==> src/rtl/mips_pipe_pkg.sv <==
// Shared MIPS pipeline definitions.
// Used by the IF/ID, EX/MEM and MEM/WB pipeline registers.
package mips_pipe_pkg;

  localparam int DATA_W_DEF = 32;
  localparam int REG_AW_DEF = 5;
  localparam int REG_ZERO   = 0;

  function automatic int popcount(
    input logic [63:0] v
  );
    int n;
    n = 0;
    for (int i = 0; i < 64; i++)
      n += int'(v[i]);
    return n;
  endfunction

endpackage

==> src/rtl/mem_wb_pipe_if.sv <==
// MEM/WB bundle: per-lane memory-stage inputs
// and the registered write-back commands.
interface mem_wb_pipe_if
  import mips_pipe_pkg::*;
#(
  parameter int LANES  = 2,
  parameter int DATA_W = DATA_W_DEF,
  parameter int REG_AW = REG_AW_DEF,
  parameter int CNT_W  = 32
);

  logic [LANES-1:0]        in_valid;
  logic [LANES*DATA_W-1:0] in_mem_data;
  logic [LANES*DATA_W-1:0] in_alu;
  logic [LANES*REG_AW-1:0] in_rd;
  logic [LANES*REG_AW-1:0] in_rt;
  logic [LANES-1:0]        in_sel_mem;
  logic [LANES-1:0]        in_sel_rt;
  logic [LANES-1:0]        in_wr;

  logic [LANES-1:0]        wb_valid;
  logic [LANES-1:0]        wb_we;
  logic [LANES*REG_AW-1:0] wb_addr;
  logic [LANES*DATA_W-1:0] wb_data;
  logic [CNT_W-1:0]        retired_cnt;

  modport master (
    output in_valid, in_mem_data, in_alu,
    output in_rd, in_rt,
    output in_sel_mem, in_sel_rt, in_wr,
    input  wb_valid, wb_we, wb_addr,
    input  wb_data, retired_cnt
  );

  modport slave (
    input  in_valid, in_mem_data, in_alu,
    input  in_rd, in_rt,
    input  in_sel_mem, in_sel_rt, in_wr,
    output wb_valid, wb_we, wb_addr,
    output wb_data, retired_cnt
  );

endinterface

==> src/rtl/mem_wb_lane.sv <==
// One MEM/WB lane: destination and data select
// plus the r0 write filter.
module mem_wb_lane
  import mips_pipe_pkg::*;
#(
  parameter int DATA_W = DATA_W_DEF,
  parameter int REG_AW = REG_AW_DEF
) (
  input  logic              valid_i,
  input  logic              wr_i,
  input  logic              sel_mem_i,
  input  logic              sel_rt_i,
  input  logic [DATA_W-1:0] mem_data_i,
  input  logic [DATA_W-1:0] alu_i,
  input  logic [REG_AW-1:0] rd_i,
  input  logic [REG_AW-1:0] rt_i,
  output logic [REG_AW-1:0] addr_o,
  output logic [DATA_W-1:0] data_o,
  output logic              we_raw_o
);

  assign addr_o = sel_rt_i ? rt_i : rd_i;
  assign data_o = sel_mem_i ? mem_data_i : alu_i;

  assign we_raw_o = valid_i & wr_i &
                    (addr_o != REG_AW'(REG_ZERO));

endmodule

==> src/rtl/mem_wb_pipe.sv <==
// MEM/WB pipeline register: N lanes, stall/flush,
// same-cycle WAW filtering and a retired counter.
module mem_wb_pipe
  import mips_pipe_pkg::*;
#(
  parameter int LANES  = 2,
  parameter int DATA_W = DATA_W_DEF,
  parameter int REG_AW = REG_AW_DEF,
  parameter int CNT_W  = 32
) (
  input  logic          clk,
  input  logic          rst_n,
  input  logic          stall,
  input  logic          flush,
  mem_wb_pipe_if.slave  bus
);

  logic [LANES*REG_AW-1:0] addr_d, addr_q;
  logic [LANES*DATA_W-1:0] data_d, data_q;
  logic [LANES-1:0]        we_raw, we_d, we_q;
  logic [LANES-1:0]        valid_q;
  logic [CNT_W-1:0]        cnt_d, cnt_q;

  for (genvar g = 0; g < LANES; g++) begin : g_lane
    mem_wb_lane #(
      .DATA_W (DATA_W),
      .REG_AW (REG_AW)
    ) u_lane (
      .valid_i    (bus.in_valid[g]),
      .wr_i       (bus.in_wr[g]),
      .sel_mem_i  (bus.in_sel_mem[g]),
      .sel_rt_i   (bus.in_sel_rt[g]),
      .mem_data_i (bus.in_mem_data[g*DATA_W +: DATA_W]),
      .alu_i      (bus.in_alu[g*DATA_W +: DATA_W]),
      .rd_i       (bus.in_rd[g*REG_AW +: REG_AW]),
      .rt_i       (bus.in_rt[g*REG_AW +: REG_AW]),
      .addr_o     (addr_d[g*REG_AW +: REG_AW]),
      .data_o     (data_d[g*DATA_W +: DATA_W]),
      .we_raw_o   (we_raw[g])
    );
  end

  // Younger lane wins when two lanes hit the same register.
  always_comb begin
    we_d = we_raw;
    for (int i = 0; i < LANES; i++) begin
      for (int j = i + 1; j < LANES; j++) begin
        if (we_raw[i] && we_raw[j] &&
            addr_d[i*REG_AW +: REG_AW] ==
            addr_d[j*REG_AW +: REG_AW])
          we_d[i] = 1'b0;
      end
    end
  end

  assign cnt_d = cnt_q +
    CNT_W'(popcount(64'(bus.in_valid)));

  always_ff @(posedge clk or negedge rst_n) begin
    if (!rst_n) begin
      valid_q <= '0;
      we_q    <= '0;
      addr_q  <= '0;
      data_q  <= '0;
      cnt_q   <= '0;
    end else if (flush) begin
      valid_q <= '0;
      we_q    <= '0;
      addr_q  <= addr_d;
      data_q  <= data_d;
    end else if (!stall) begin
      valid_q <= bus.in_valid;
      we_q    <= we_d;
      addr_q  <= addr_d;
      data_q  <= data_d;
      cnt_q   <= cnt_d;
    end
  end

  assign bus.wb_valid    = valid_q;
  assign bus.wb_we       = we_q;
  assign bus.wb_addr     = addr_q;
  assign bus.wb_data     = data_q;
  assign bus.retired_cnt = cnt_q;

endmodule
==> src/flat_wrapper.sv <==
// flat-port wrapper written by rule: the top's interface ports become plain ports
module mem_wb_pipe_flat import mips_pipe_pkg::*;
#(
  parameter int LANES  = 2,
  parameter int DATA_W = DATA_W_DEF,
  parameter int REG_AW = REG_AW_DEF,
  parameter int CNT_W  = 32
)
  (clk, rst_n, stall, flush, bus_in_valid, bus_in_mem_data, bus_in_alu, bus_in_rd, bus_in_rt, bus_in_sel_mem, bus_in_sel_rt, bus_in_wr, bus_wb_valid, bus_wb_we, bus_wb_addr, bus_wb_data, bus_retired_cnt);
  mem_wb_pipe_if #(.LANES(LANES), .DATA_W(DATA_W), .REG_AW(REG_AW), .CNT_W(CNT_W)) bus_i ();
  input  logic clk;
  input  logic rst_n;
  input  logic stall;
  input  logic flush;
  input wire logic [$bits(bus_i.in_valid)-1:0] bus_in_valid;
  input wire logic [$bits(bus_i.in_mem_data)-1:0] bus_in_mem_data;
  input wire logic [$bits(bus_i.in_alu)-1:0] bus_in_alu;
  input wire logic [$bits(bus_i.in_rd)-1:0] bus_in_rd;
  input wire logic [$bits(bus_i.in_rt)-1:0] bus_in_rt;
  input wire logic [$bits(bus_i.in_sel_mem)-1:0] bus_in_sel_mem;
  input wire logic [$bits(bus_i.in_sel_rt)-1:0] bus_in_sel_rt;
  input wire logic [$bits(bus_i.in_wr)-1:0] bus_in_wr;
  output wire logic [$bits(bus_i.wb_valid)-1:0] bus_wb_valid;
  output wire logic [$bits(bus_i.wb_we)-1:0] bus_wb_we;
  output wire logic [$bits(bus_i.wb_addr)-1:0] bus_wb_addr;
  output wire logic [$bits(bus_i.wb_data)-1:0] bus_wb_data;
  output wire logic [$bits(bus_i.retired_cnt)-1:0] bus_retired_cnt;
  assign bus_i.in_valid = bus_in_valid;
  assign bus_i.in_mem_data = bus_in_mem_data;
  assign bus_i.in_alu = bus_in_alu;
  assign bus_i.in_rd = bus_in_rd;
  assign bus_i.in_rt = bus_in_rt;
  assign bus_i.in_sel_mem = bus_in_sel_mem;
  assign bus_i.in_sel_rt = bus_in_sel_rt;
  assign bus_i.in_wr = bus_in_wr;
  assign bus_wb_valid = bus_i.wb_valid;
  assign bus_wb_we = bus_i.wb_we;
  assign bus_wb_addr = bus_i.wb_addr;
  assign bus_wb_data = bus_i.wb_data;
  assign bus_retired_cnt = bus_i.retired_cnt;
  mem_wb_pipe #(.LANES(LANES), .DATA_W(DATA_W), .REG_AW(REG_AW), .CNT_W(CNT_W)) u_core (.clk(clk), .rst_n(rst_n), .stall(stall), .flush(flush), .bus(bus_i));
endmodule
==> config.mk <==
export PLATFORM = sky130hd
export DESIGN_NAME = mem_wb_pipe_flat
export DESIGN_NICKNAME = d
export VERILOG_FILES = /design/src/rtl/mips_pipe_pkg.sv /design/src/rtl/mem_wb_pipe_if.sv /design/src/rtl/mem_wb_lane.sv /design/src/rtl/mem_wb_pipe.sv /design/src/flat_wrapper.sv
export SDC_FILE = /design/constraint.sdc
export NUM_CORES = 1
export LEC_CHECK = 0
export ABC_CLOCK_PERIOD_IN_PS = 3900
export CAP_MARGIN = 20
export CORE_ASPECT_RATIO = 1.5
export CORE_MARGIN = 2
export CORE_UTILIZATION = 30
export CTS_BUF_LIST = sky130_fd_sc_hd__clkbuf_4 sky130_fd_sc_hd__clkbuf_8
export CTS_CLUSTER_SIZE = 24
export DETAILED_ROUTE_END_ITERATION = 7
export HOLD_SLACK_MARGIN = 0.05
export PLACE_DENSITY = 0.64
export REMOVE_ABC_BUFFERS = 1
export SETUP_SLACK_MARGIN = 0.15
export SLEW_MARGIN = 10
export SYNTH_ARGS = -nofsm -noshare
export SYNTH_HDL_FRONTEND = slang
export SYNTH_SLANG_ARGS = --single-unit
==> constraint.sdc <==
create_clock -name clk -period 3.9 [get_ports clk]
set_clock_uncertainty 0.05 [all_clocks]
set_input_delay 0.585 -clock clk [delete_from_list [all_inputs] [get_ports clk]]
set_output_delay 0.585 -clock clk [all_outputs]
set_load 0.05 [all_outputs]
After elaboration in Yosys (flattened, before gate mapping)
Index checks and enable logic that the tools add are counted.

Reductions and logical operators: 5. Equal/unequal tests: 2. Mux-type cells: 13. Add/subtract/negate cells: 2. Bitwise logic cells: 6.

Operator list (count): 64-bit two-way mux (2); 32-bit two-way mux (2); 32-bit adder (1); 10-bit two-way mux (2); 5-bit two-way mux (2); 5-bit nonzero test (2); 2-bit two-way mux (4); 5-bit equality test (1); 1-bit AND (4); 1-bit by 1-bit adder with 2-bit output (1); 1-bit logical AND (2); 2-bit by 1-bit inequality test with 1-bit output (second input constant) (1); 1-bit NOT (2); 2-bit AND reduction (1); 1-bit two-way mux (1).

Bits in registers: 110. Output and inout port bits: 110. Word-level logic and storage cells: 33.

Depth between registers and ports, before layout
Gate-level depths: netlist (run 1).

Word-level depth: 8. Depth in mapped cells: 9. Mapped depth without buffers: 9.

Hierarchy
Synthesis (run 1) repeated with hierarchy kept, for this count alone.

Cell total of the unflattened synthesis: 403. Area, all modules: 5455.2 µm².

Modules (own cells, without submodules): mem_wb_pipe (area an instance 4536.9 µm², times used 1, cells an instance 317, seq. area each 2752.6 µm²); mem_wb_lane (area an instance 459.2 µm², times used 2, cells an instance 43, seq. area each 0.0 µm²).

Worst setup path after synthesis (run 1)
No wires, ideal clock.

Path type: input to register. Start point: in bus_in_valid[0]. End point: reg u_core.cnt_q[12], in the netlist u_core.bus.retired_cnt[12]. Required time: 3708 ps. Arrival time: 2466 ps. Setup slack: 1242 ps. Setup time: 142 ps. Cell stages on the path: 9. Path through: ha_1 -> ha_1 -> inv_1 -> fa_1 -> or3_4 -> nor3_4 -> and3_4 -> nand3_2 -> xnor2_1.

Longest elaborated chain between the ends: 2.

Ends and longest elaborated chain: start, declared (RTL line flat_wrapper.sv:15) `input wire logic [$bits(bus_i.in_valid)-1:0] bus_in_valid;`; 1-bit by 1-bit adder with 2-bit output (RTL line mips_pipe_pkg.sv:15) `n += int'(v[i]);`; 32-bit adder (RTL line mem_wb_pipe.sv:56) `assign cnt_d = cnt_q +`; end signal, assigned (RTL line mem_wb_pipe.sv:76) `cnt_q <= cnt_d;`; end, declared (RTL line mem_wb_pipe.sv:22) `logic [CNT_W-1:0] cnt_d, cnt_q;`.

Every way passes these cells. A chain may end at the register's enable or synchronous reset.

Final worst setup path (run 1)
Start point: in bus_in_valid[0]. End point: reg u_core.cnt_q[26], in the netlist u_core.bus.retired_cnt[26].

The elaborated chain is that of the path after synthesis.

==> run_results.csv, run 1 <==
group,metric,value,unit
min_path,hold_path.class,"input pin to async pin",
worst_setup_path,crit_type,"input pin to flop",
worst_setup_path,crit_top_cell,"ha_1",
floorplan,start_util,0.303,
cts,cts_tree,"built",
route,viasPerCell,4.63,
route,post_drt_wl_per_cell,15.5,µm
floorplan,ios,270,
worst_setup_path,worst-path-max-fanout,7,
status,status,"finished, final reports clean",
worst_setup_path,critPathMaxStageDelay,460,ps
grt,grt_pass1_vias,4623,
cts,root_buffer,"clkbuf_8",
cells_and_area,n_antenna_cell,0,
route,post-route-drc-count,0,
worst_setup_path,critPathLaunchType,"input pin",
cts,cts_num_sinks,110,
sta,fmax,354,MHz
floorplan,dieArea,18500,µm²
sta,finalCriticalPeriod,2820,ps
route,wl_met1,5010,µm
sta,setup_tns,0,ps
cts,clk_pin_slew,100,ps
sta,rsz0062_at_grt,"no",
grt,overflow,0,
route,routed-wl-met3,1170,µm
grt,grt_max_degree,130,
sta,finalSetupViolCount,0,
cts,holdBufCountCts,0,
cts,clockBufferDepth,2,
route,final_antenna_net_count,0,
placement,dpl.hpwl,11900,µm
synthesis,synth-simple-area-share,0.151,
placement,place_ws,679,ps
worst_setup_path,slowest_stage,"clkdlybuf4s50_1",
synthesis,synth-xor-area-share,0.0588,
grt,antenna_found_initial,0,
synthesis,synth_flop_cell,"dfrtp_1",
synthesis,yosys_warnings,0,
grt,grt_pass1_wl,23200,µm
cells_and_area,drive_gt1_frac,0.0498,
synthesis,post_synth.cell_area_avg,10.8,µm²
synthesis,ys_ff_latch,110,
route,top_layer,"met4",
route,routed_wl,14800,µm
synthesis,synth_top_family_by_area,"simple AND/OR/NAND/NOR gates",
sta,hold_violations,0,
sta,worst_slack,1080,ps
floorplan,die_w,112,µm
synthesis,syn_inst,484,
floorplan,die_y,165,µm
synthesis,synth_edf_count,0,
worst_setup_path,worst_ep_required_time,4130,ps
worst_setup_path,end_kind,"flop",
cells_and_area,synthToLayoutAreaGrowth,58.8,%
cts,cts_made_buffers,9,
synthesis,synth_compound_area_frac,0.0756,
worst_setup_path,r2r_slack,1650,ps
worst_setup_path,cp_cell_sequence,"clkdlybuf4s50_1, ha_1, ha_1, inv_1, fa_1, or3_4, nor2_8, nand4_4, nor3_2, xor2_1",
route,dr_total_vias,4431,
cells_and_area,postLayoutCoreUtil,0.481,
sta,tightest_slew,915,ps
power_and_ir_drop,ir_drop,207,µV
route,drt_iter0_markers,109,
synthesis,synthArstFlopShare,1.00,
sta,maxSlewViolCount,0,
floorplan,coreArea,17200,µm²
route,drtPass1Iterations,4,
sta,timing.slew.headroom,0.390,
power_and_ir_drop,p_per_area,372,nW/µm²
cts,post_cts_buffers,0,
grt,grt_usage,0.157,
power_and_ir_drop,leakage,3.54,nW
synthesis,yosysUniqueCellTypes,43,
cells_and_area,nNetsFinal,904,
synthesis,synth_fa_ha_area_frac,0.0110,
cts,worstSkewPairLatency,370,ps
synthesis,synthMuxAreaShare,0.150,
cts,htreeDepth,3,
synthesis,synth_area,5210,µm²
floorplan,num_rows,59,
placement,place.gp.congestion,0.795,
cts,cts_resized,0,
route,wl_met2,8300,µm
worst_setup_path,crit_arrival,3050,ps
placement,portBuffers,269,
sta,post-route-period-util,0.724,
synthesis,ys_seq_area_frac,0.528,
flow_run,drv_cap,0,
[metal layers]
| layer | global-route usage | vias up |
|---|---|---|
| met5 | 0 | - |
| met4 | 0.0567 | 0 |
| met3 | 0.0522 | 26 |
| met2 | 0.296 | 165 |
| met1 | 0.160 | 2068 |
| li1 | - | 2172 |
[metrics by stage]
stage / area, µm² / cells / power, W / hold slack, ps
floorplan: 5090 / 456 / 0.00193 / 239
global placement: 8080 / 941 / 0.00243 / 412
detailed placement: 8080 / 941 / 0.00245 / 421
CTS: 8260 / 955 / 0.00313 / 349
global route: 8280 / 956 / 0.00324 / 176
finish: 8280 / 956 / 0.00308 / 150
[power by group]
part / switching [W] / internal (W)
Clock: 0.000366 / 0.000297
Sequential: 0.0000925 / 0.00125
Combinational: 0.000643 / 0.000429
[final timing paths]
check                                          start                         end  cells after the start
min in group clk              u_core.bus.wb_data[26]      u_core.bus.wb_data[26]                      2
max in group asynchronous                      rst_n      u_core.bus.wb_data[56]                      3
setup / recovery                     bus_in_valid[0]  u_core.bus.retired_cnt[26]                     10
setup reg to reg           u_core.bus.retired_cnt[0]  u_core.bus.retired_cnt[26]                      8
hold / removal                                 rst_n       u_core.bus.wb_addr[7]                      1
hold reg to reg               u_core.bus.wb_data[26]      u_core.bus.wb_data[26]                      2
[cells by family after synthesis]
group,count (synthesis)
XOR/XNOR,35
adder cells (fa/ha/maj),4
multiplexers,78
AO/OA/AOI/OAI,78
buffers and inverters,31
flip-flops,110
AND/OR/NAND/NOR,148
[cell usage in the layout, fill, tap and decap left out, drive strengths merged, types with 4 or more instances in the layout]
master | netlist | layout
clkdlybuf4s50 | 0 | 266
dfrtp | 110 | 110
nand2 | 78 | 78
mux2i | 77 | 77
o21ai | 65 | 65
xnor2 | 24 | 24
nor2 | 21 | 21
a21oi | 11 | 11
xor2 | 11 | 11
nand3 | 11 | 11
nand4 | 11 | 11
clkbuf | 16 | 10
buf | 12 | 7
nor3 | 6 | 6
and3 | 5 | 5
nor4 | 4 | 4
[registers in the layout, summed over array words and instances, names as in the netlist]
signal	flops
u_core.bus.wb_data	64
u_core.bus.retired_cnt	32
u_core.bus.wb_addr	10
u_core.bus.wb_valid	2
u_core.bus.wb_we	2
[Yosys cell counts, types with 2 or more instances]
master	count	area, µm²
a21oi_1	11	55.1
and3_1	4	25.0
and4_1	2	17.5
buf_1	4	15.0
buf_2	6	30.0
clkbuf_1	16	60.1
dfrtp_1	110	2750
ha_1	3	37.5
inv_1	3	11.3
mux2i_1	77	771
nand2_1	78	293
nand3_1	9	45.0
nand4_1	9	56.3
nor2_1	20	75.1
nor2b_1	2	12.5
nor3_1	3	15.0
nor3_4	2	32.5
nor4_1	3	18.8
o21ai_0	65	325
xnor2_1	24	210
xor2_1	11	96.3
[layout make-up]
type / count / area [µm²]
clock inverter: 4 / 50.0
clock buffer: 10 / 131
timing repair buffer: 273 / 2740
fill: 1631 / 8920
multi-input combinational: 343 / 2330
tap: 213 / 267
sequential: 110 / 2750
inverter: 3 / 11.3
[worst max-delay path: cells and delay by family]
kind	cells	cell delay [ps]
AND/OR/NAND/NOR	4	970
buffers and inverters	2	510
adder cells (fa/ha/maj)	3	800
XOR/XNOR	1	180
(Power assumes the default switching activity.)
==> run 2: changes to the inputs <==
--- a/config.mk
+++ b/config.mk
@@ -5,7 +5,7 @@
 export SDC_FILE = /design/constraint.sdc
 export NUM_CORES = 1
 export LEC_CHECK = 0
-export ABC_CLOCK_PERIOD_IN_PS = 3900
+export ABC_CLOCK_PERIOD_IN_PS = 2800
 export CAP_MARGIN = 20
 export CORE_ASPECT_RATIO = 1.5
 export CORE_MARGIN = 2
==> constraint.sdc (replaced) <==
create_clock -name clk -period 2.8 [get_ports clk]
set_clock_uncertainty 0.05 [all_clocks]
set_input_delay 0.42 -clock clk [delete_from_list [all_inputs] [get_ports clk]]
set_output_delay 0.42 -clock clk [all_outputs]
set_load 0.05 [all_outputs]
==> run 2 against run 1 <==
Compared with the run above: flip-flop and latch count unchanged; sequential power up 40%; register-to-register slack worse by 1000 ps; setup slack worse by 800 ps; critical path depth unchanged; combinational power up 41%; total power up 41%; non-clock buffer count up 10; die area unchanged; wire length up 1.2%.
==> run_results.csv, run 2 (synthesis gave the netlist of run 1 again) <==
group,metric,value,unit
power_and_ir_drop,power_frac_comb,0.347,
sta,timing.slew.headroom,0.384,
cells_and_area,postLayoutCoreUtil,0.487,
power_and_ir_drop,p_sw,0.00163,W
sta,rsz0062_at_grt,"no",
cells_and_area,most-common-layout-cells,"clkdlybuf4s50_1, dfrtp_1, nand2_1",
power_and_ir_drop,leakage,3.60,nW
sta,finalSetupViolCount,0,
grt,overflow,0,
cts,clk_pin_slew,130,ps
worst_setup_path,r2r_cells,8,
cts,post_cts_buffers,0,
placement,portBuffers,269,
cells_and_area,n_antenna_cell,0,
cells_and_area,multi_input_area,2330,µm²
floorplan,coreArea,17200,µm²
worst_setup_path,crit_top_cell,"ha_1",
route,routed_wl,15000,µm
worst_setup_path,worst-path-max-fanout,4,
sta,maxSlewViolCount,0,
grt,grt_pass1_vias,4641,
placement,place.gp.congestion,0.805,
worst_setup_path,crit_arrival,2760,ps
cts,cts_made_buffers,9,
route,viasPerCell,4.64,
cts,holdBufCountCts,0,
route,final_antenna_net_count,0,
cts,cts_tree,"built",
grt,grt_max_degree,130,
grt,grt_usage,0.161,
worst_setup_path,r2r_end,"u_core.bus.retired_cnt[12]",
route,drtPass1Iterations,4,
cts,htreeDepth,3,
cts,clockBufferDepth,2,
status,status,"finished, final reports clean",
route,drt_iter0_markers,148,
placement,dpl.hpwl,11800,µm
cells_and_area,synthToLayoutAreaGrowth,60.5,%
cells_and_area,nNetsFinal,914,
worst_setup_path,rr_startpoint,"u_core.bus.retired_cnt[0]",
worst_setup_path,end_kind,"flop",
worst_setup_path,worst_ep_required_time,3040,ps
cts,cts_num_sinks,110,
floorplan,start_util,0.303,
power_and_ir_drop,power_frac_clock,0.223,
sta,fmax,397,MHz
worst_setup_path,cp_cell_sequence,"clkdlybuf4s50_1, ha_1, ha_1, inv_1, fa_1, or3_4, nor3_4, and3_4, nand3_2, xnor2_1",
route,dr_total_vias,4496,
cts,worstSkewPairLatency,390,ps
sta,finalCriticalPeriod,2520,ps
floorplan,dieArea,18500,µm²
cts,root_buffer,"clkbuf_8",
cts,cts_resized,0,
cells_and_area,seq_area,2750,µm²
route,post_drt_wl_per_cell,15.5,µm
worst_setup_path,critPathMaxStageDelay,430,ps
cells_and_area,layout_commonest_cell,"clkdlybuf4s50_1",
floorplan,die_y,165,µm
flow_run,drv_cap,0,
power_and_ir_drop,seqPwrFrac,0.431,
sta,setup_tns,0,ps
worst_setup_path,slowest_stage,"clkdlybuf4s50_1",
power_and_ir_drop,ir_drop,330,µV
route,post-route-drc-count,0,
power_and_ir_drop,cellInternalPower,0.00272,W
sta,hold_violations,0,
cells_and_area,drive_gt1_frac,0.0649,
sta,tightest_slew,925,ps
cells_and_area,fillers,1629,
power_and_ir_drop,p_per_area,519,nW/µm²
power_and_ir_drop,p_sw_frac,0.374,
grt,antenna_found_initial,0,
floorplan,num_rows,59,
floorplan,ios,270,
grt,grt_pass1_wl,23800,µm
cells_and_area,largest_reg_flops,64,
floorplan,die_w,112,µm
sta,post-route-period-util,0.900,
worst_setup_path,r2r_slack,640,ps
worst_setup_path,crit_type,"input pin to flop",
min_path,hold_path.class,"input pin to async pin",
worst_setup_path,critPathLaunchType,"input pin",
run 2: changes by cell type in the layout (fill, tap and decap cells not counted), sizes merged:
cell      delta
buf         +10
inv          +5
bufinv       -1
clkinvlp     -2
run 2: how the worst max path moves through the flow:
stage / start / to / slack, ps / cells past startpoint
2_1_floorplan: flush / u_core.bus.wb_data[0] / -1970 / 2
3_3_place_gp: bus_in_valid[0] / u_core.bus.retired_cnt[12] / -170 / 10
3_5_place_dp: bus_in_valid[1] / u_core.bus.retired_cnt[12] / -200 / 10
4_1_cts: bus_in_valid[1] / u_core.bus.retired_cnt[12] / 220 / 10
5_1_grt: bus_in_valid[1] / u_core.bus.retired_cnt[12] / 200 / 10
6_report: bus_in_valid[1] / u_core.bus.retired_cnt[12] / 280 / 10
run 2: final cells by class:
type	instances	area share
Timing Repair Buffer	283	0.336
Multi-Input combinational cell	343	0.279
Inverter	3	0.00135
Sequential cell	110	0.329
Tap cell	213	0.0318
Clock inverter	6	0.00688
Clock buffer	10	0.0164
run 2: power by group through the flow:
stage          combinational [W]  sequential [W]  clock, W
2_1_floorplan           0.000267         0.00242         0
3_3_place_gp             0.00151         0.00190         0
3_5_place_dp             0.00152         0.00190         0
4_1_cts                  0.00152         0.00188   0.00101
5_1_grt                  0.00160         0.00190   0.00108
6_report                 0.00151         0.00187  0.000967
run 2: through the flow:
step	setup slack, ps	area [µm²]	hold slack (ps)	total power, W	instances
floorplan	-1970	5090	74.4	0.00269	456
global placement	-171	8170	411	0.00340	952
detailed placement	-198	8170	420	0.00342	952
CTS	221	8370	64.9	0.00441	968
global route	202	8370	69.6	0.00458	968
finish	280	8370	33.8	0.00435	968
run 2: per-layer routing:
metal	routed length [µm]	vias to the layer above	GRT usage	part of all wire
met2	8160	175	0.297	0.55
li1	-	2193	-	-
met5	0	-	0	0
met4	209	0	0.0466	0.014
met3	1170	16	0.0551	0.078
met1	5420	2112	0.175	0.36
run 2: critical path: cells and delay by family:
| kind | cells | cell delay (ps) |
|---|---|---|
| xor gates and xnor gates | 1 | 130 |
| adders and majority gates | 3 | 800 |
| buffers and inverters | 2 | 490 |
| and+or+nand+nor | 4 | 900 |
==> run 3: changes to the inputs <==
--- a/config.mk
+++ b/config.mk
@@ -9,12 +9,13 @@
 export CAP_MARGIN = 20
 export CORE_ASPECT_RATIO = 1.5
 export CORE_MARGIN = 2
-export CORE_UTILIZATION = 30
+export CORE_UTILIZATION = 35
 export CTS_BUF_LIST = sky130_fd_sc_hd__clkbuf_4 sky130_fd_sc_hd__clkbuf_8
 export CTS_CLUSTER_SIZE = 24
 export DETAILED_ROUTE_END_ITERATION = 7
+export DONT_BUFFER_PORTS = 1
 export HOLD_SLACK_MARGIN = 0.05
-export PLACE_DENSITY = 0.64
+export PLACE_DENSITY = 0.49
 export REMOVE_ABC_BUFFERS = 1
 export SETUP_SLACK_MARGIN = 0.15
 export SLEW_MARGIN = 10
==> run 3 against run 2 <==
Compared with the run above: the flow now finishes with violations (negative hold slack); die area shrank 14%; total power down 12%; via count is 23% lower; critical path depth fell by 2; flip-flop and latch count is the same; non-clock buffer count is 260 lower; clock power up 4%; critical endpoint is now u_core.bus.retired_cnt[30].
==> run_results.csv, run 3 (synthesis gave the netlist of run 1 again) <==
group,metric,value,unit
sta,tightest_slew,634,ps
worst_setup_path,crit_arrival,2450,ps
cells_and_area,largest_reg_flops,64,
placement,portBuffers,0,
cells_and_area,synthToLayoutAreaGrowth,9.65,%
cts,root_buffer,"clkbuf_8",
cts,post_cts_buffers,0,
sta,rsz0062_at_grt,"no",
route,drt_iter0_markers,63,
cts,cts_made_buffers,9,
power_and_ir_drop,p_sw,0.00141,W
power_and_ir_drop,leakage,2.60,nW
sta,hold_violations,110,
min_path,hold_path.class,"input pin to async pin",
worst_setup_path,r2r_slack,600,ps
power_and_ir_drop,power_frac_comb,0.148,
floorplan,dieArea,15900,µm²
sta,finalSetupViolCount,0,
worst_setup_path,r2r_cells,8,
sta,timing.slew.headroom,0.577,
power_and_ir_drop,power_frac_clock,0.264,
cells_and_area,n_antenna_cell,0,
sta,setup_tns,0,ps
worst_setup_path,critPathLaunchType,"flop",
sta,maxSlewViolCount,0,
worst_setup_path,r2r_end,"u_core.bus.retired_cnt[30]",
route,post-route-drc-count,0,
power_and_ir_drop,p_per_area,672,nW/µm²
cells_and_area,most-common-layout-cells,"dfrtp_1, nand2_1, mux2i_1",
floorplan,start_util,0.359,
worst_setup_path,worst_ep_required_time,3050,ps
flow_run,drv_cap,0,
power_and_ir_drop,cellInternalPower,0.00243,W
cts,htreeDepth,3,
grt,grt_max_degree,111,
cells_and_area,seq_area,2750,µm²
status,failed_checks,"negative hold slack",
floorplan,die_y,153,µm
cells_and_area,postLayoutCoreUtil,0.393,
route,post_drt_wl_per_cell,17.8,µm
cells_and_area,design_area,5720,µm²
sta,worst_slack,603,ps
grt,grt_usage,0.154,
placement,dpl.hpwl,9290,µm
sta,whs,-317,ps
cts,clk_pin_slew,110,ps
cts,cts_resized,0,
cts,clockBufferDepth,2,
worst_setup_path,crit_type,"flop to flop",
cells_and_area,drive_gt1_frac,0.104,
grt,antenna_found_initial,0,
power_and_ir_drop,seqPwrFrac,0.588,
placement,place.gp.congestion,0.808,
route,dr_total_vias,3466,
cells_and_area,layout_commonest_cell,"dfrtp_1",
route,final_antenna_net_count,0,
floorplan,coreArea,14500,µm²
sta,fmax,455,MHz
status,status,"finished with violations",
floorplan,ios,270,
floorplan,die_w,104,µm
cells_and_area,fillers,1439,
floorplan,num_rows,54,
cts,cts_num_sinks,110,
cts,cts_tree,"built",
cells_and_area,nNetsFinal,654,
placement,place_area,5510,µm²
cts,worstSkewPairLatency,370,ps
worst_setup_path,worst-path-max-fanout,7,
grt,grt_pass1_vias,3651,
power_and_ir_drop,ir_drop,256,µV
power_and_ir_drop,p_sw_frac,0.368,
worst_setup_path,end_kind,"flop",
placement,place_ws,242,ps
route,viasPerCell,5.04,
cts,holdBufCountCts,1,
sta,post-route-period-util,0.785,
grt,grt_pass1_wl,19600,µm
cells_and_area,multi_input_area,2330,µm²
sta,finalCriticalPeriod,2200,ps
route,routed_wl,12200,µm
route,drtPass1Iterations,4,
worst_setup_path,rr_startpoint,"u_core.bus.retired_cnt[0]",
grt,overflow,0,
-- run 3: cell types whose count changed in the layout (fill, tap and decap cells not counted) --
| cell | change |
|---|---|
| clkinvlp_4 | +2 |
| clkdlybuf4s50_1 | -266 |
| clkbuf_8 | -1 |
| buf_4 | +9 |
| buf_12 | -2 |
| dlygate4sd3_1 | +1 |
| inv_8 | -2 |
| inv_6 | -3 |
| clkinv_4 | -1 |
| bufinv_16 | +2 |
| buf_2 | -2 |
-- run 3: layout make-up --
class,count,share of cell area
tap,196,0.0429
sequential,110,0.482
inverter,3,0.00197
clock buffer,9,0.0217
clock inverter,4,0.0131
timing repair buffer,23,0.0306
multi-input combinational,343,0.408
-- run 3: through the flow --
stage	total power, W	std cells
floorplan	0.00269	456
global placement	0.00286	674
detailed placement	0.00288	674
CTS	0.00391	688
global route	0.00403	688
finish	0.00384	688
-- run 3: worst max-delay path: stages, from the launching register on --
cell and delay, ps:
dfrtp_1 360, ha_1 170, inv_1 60, fa_1 350, or3_4 460, nor2_8 190
nand4_4 130, nor3b_2 200, xor2_1 160
-- run 3: how the worst max path moves through the flow --
stage,start,to,cells past startpoint
after floorplan,flush,u_core.bus.wb_data[0],2
after global placement,bus_in_valid[0],u_core.bus.retired_cnt[30],9
after detailed placement,bus_in_valid[0],u_core.bus.retired_cnt[30],9
after CTS,u_core.bus.retired_cnt[0],u_core.bus.retired_cnt[30],8
after global routing,u_core.bus.retired_cnt[0],u_core.bus.retired_cnt[30],8
final,u_core.bus.retired_cnt[0],u_core.bus.retired_cnt[30],8
-- run 3: power by group through the flow --
stage	sequential [W]	combinational, W	clock (W)
2_1_floorplan	0.00242	0.000267	0
4_1_cts	0.00226	0.000582	0.00106
3_5_place_dp	0.00229	0.000581	0
3_3_place_gp	0.00229	0.000565	0
6_report	0.00226	0.000568	0.00101
5_1_grt	0.00228	0.000630	0.00112
-- run 3: layer usage --
layer / track usage / share of wire
met1: 0.172 / 0.38
met2: 0.272 / 0.53
met3: 0.0431 / 0.067
met4: 0.0682 / 0.026
met5: 0 / 0
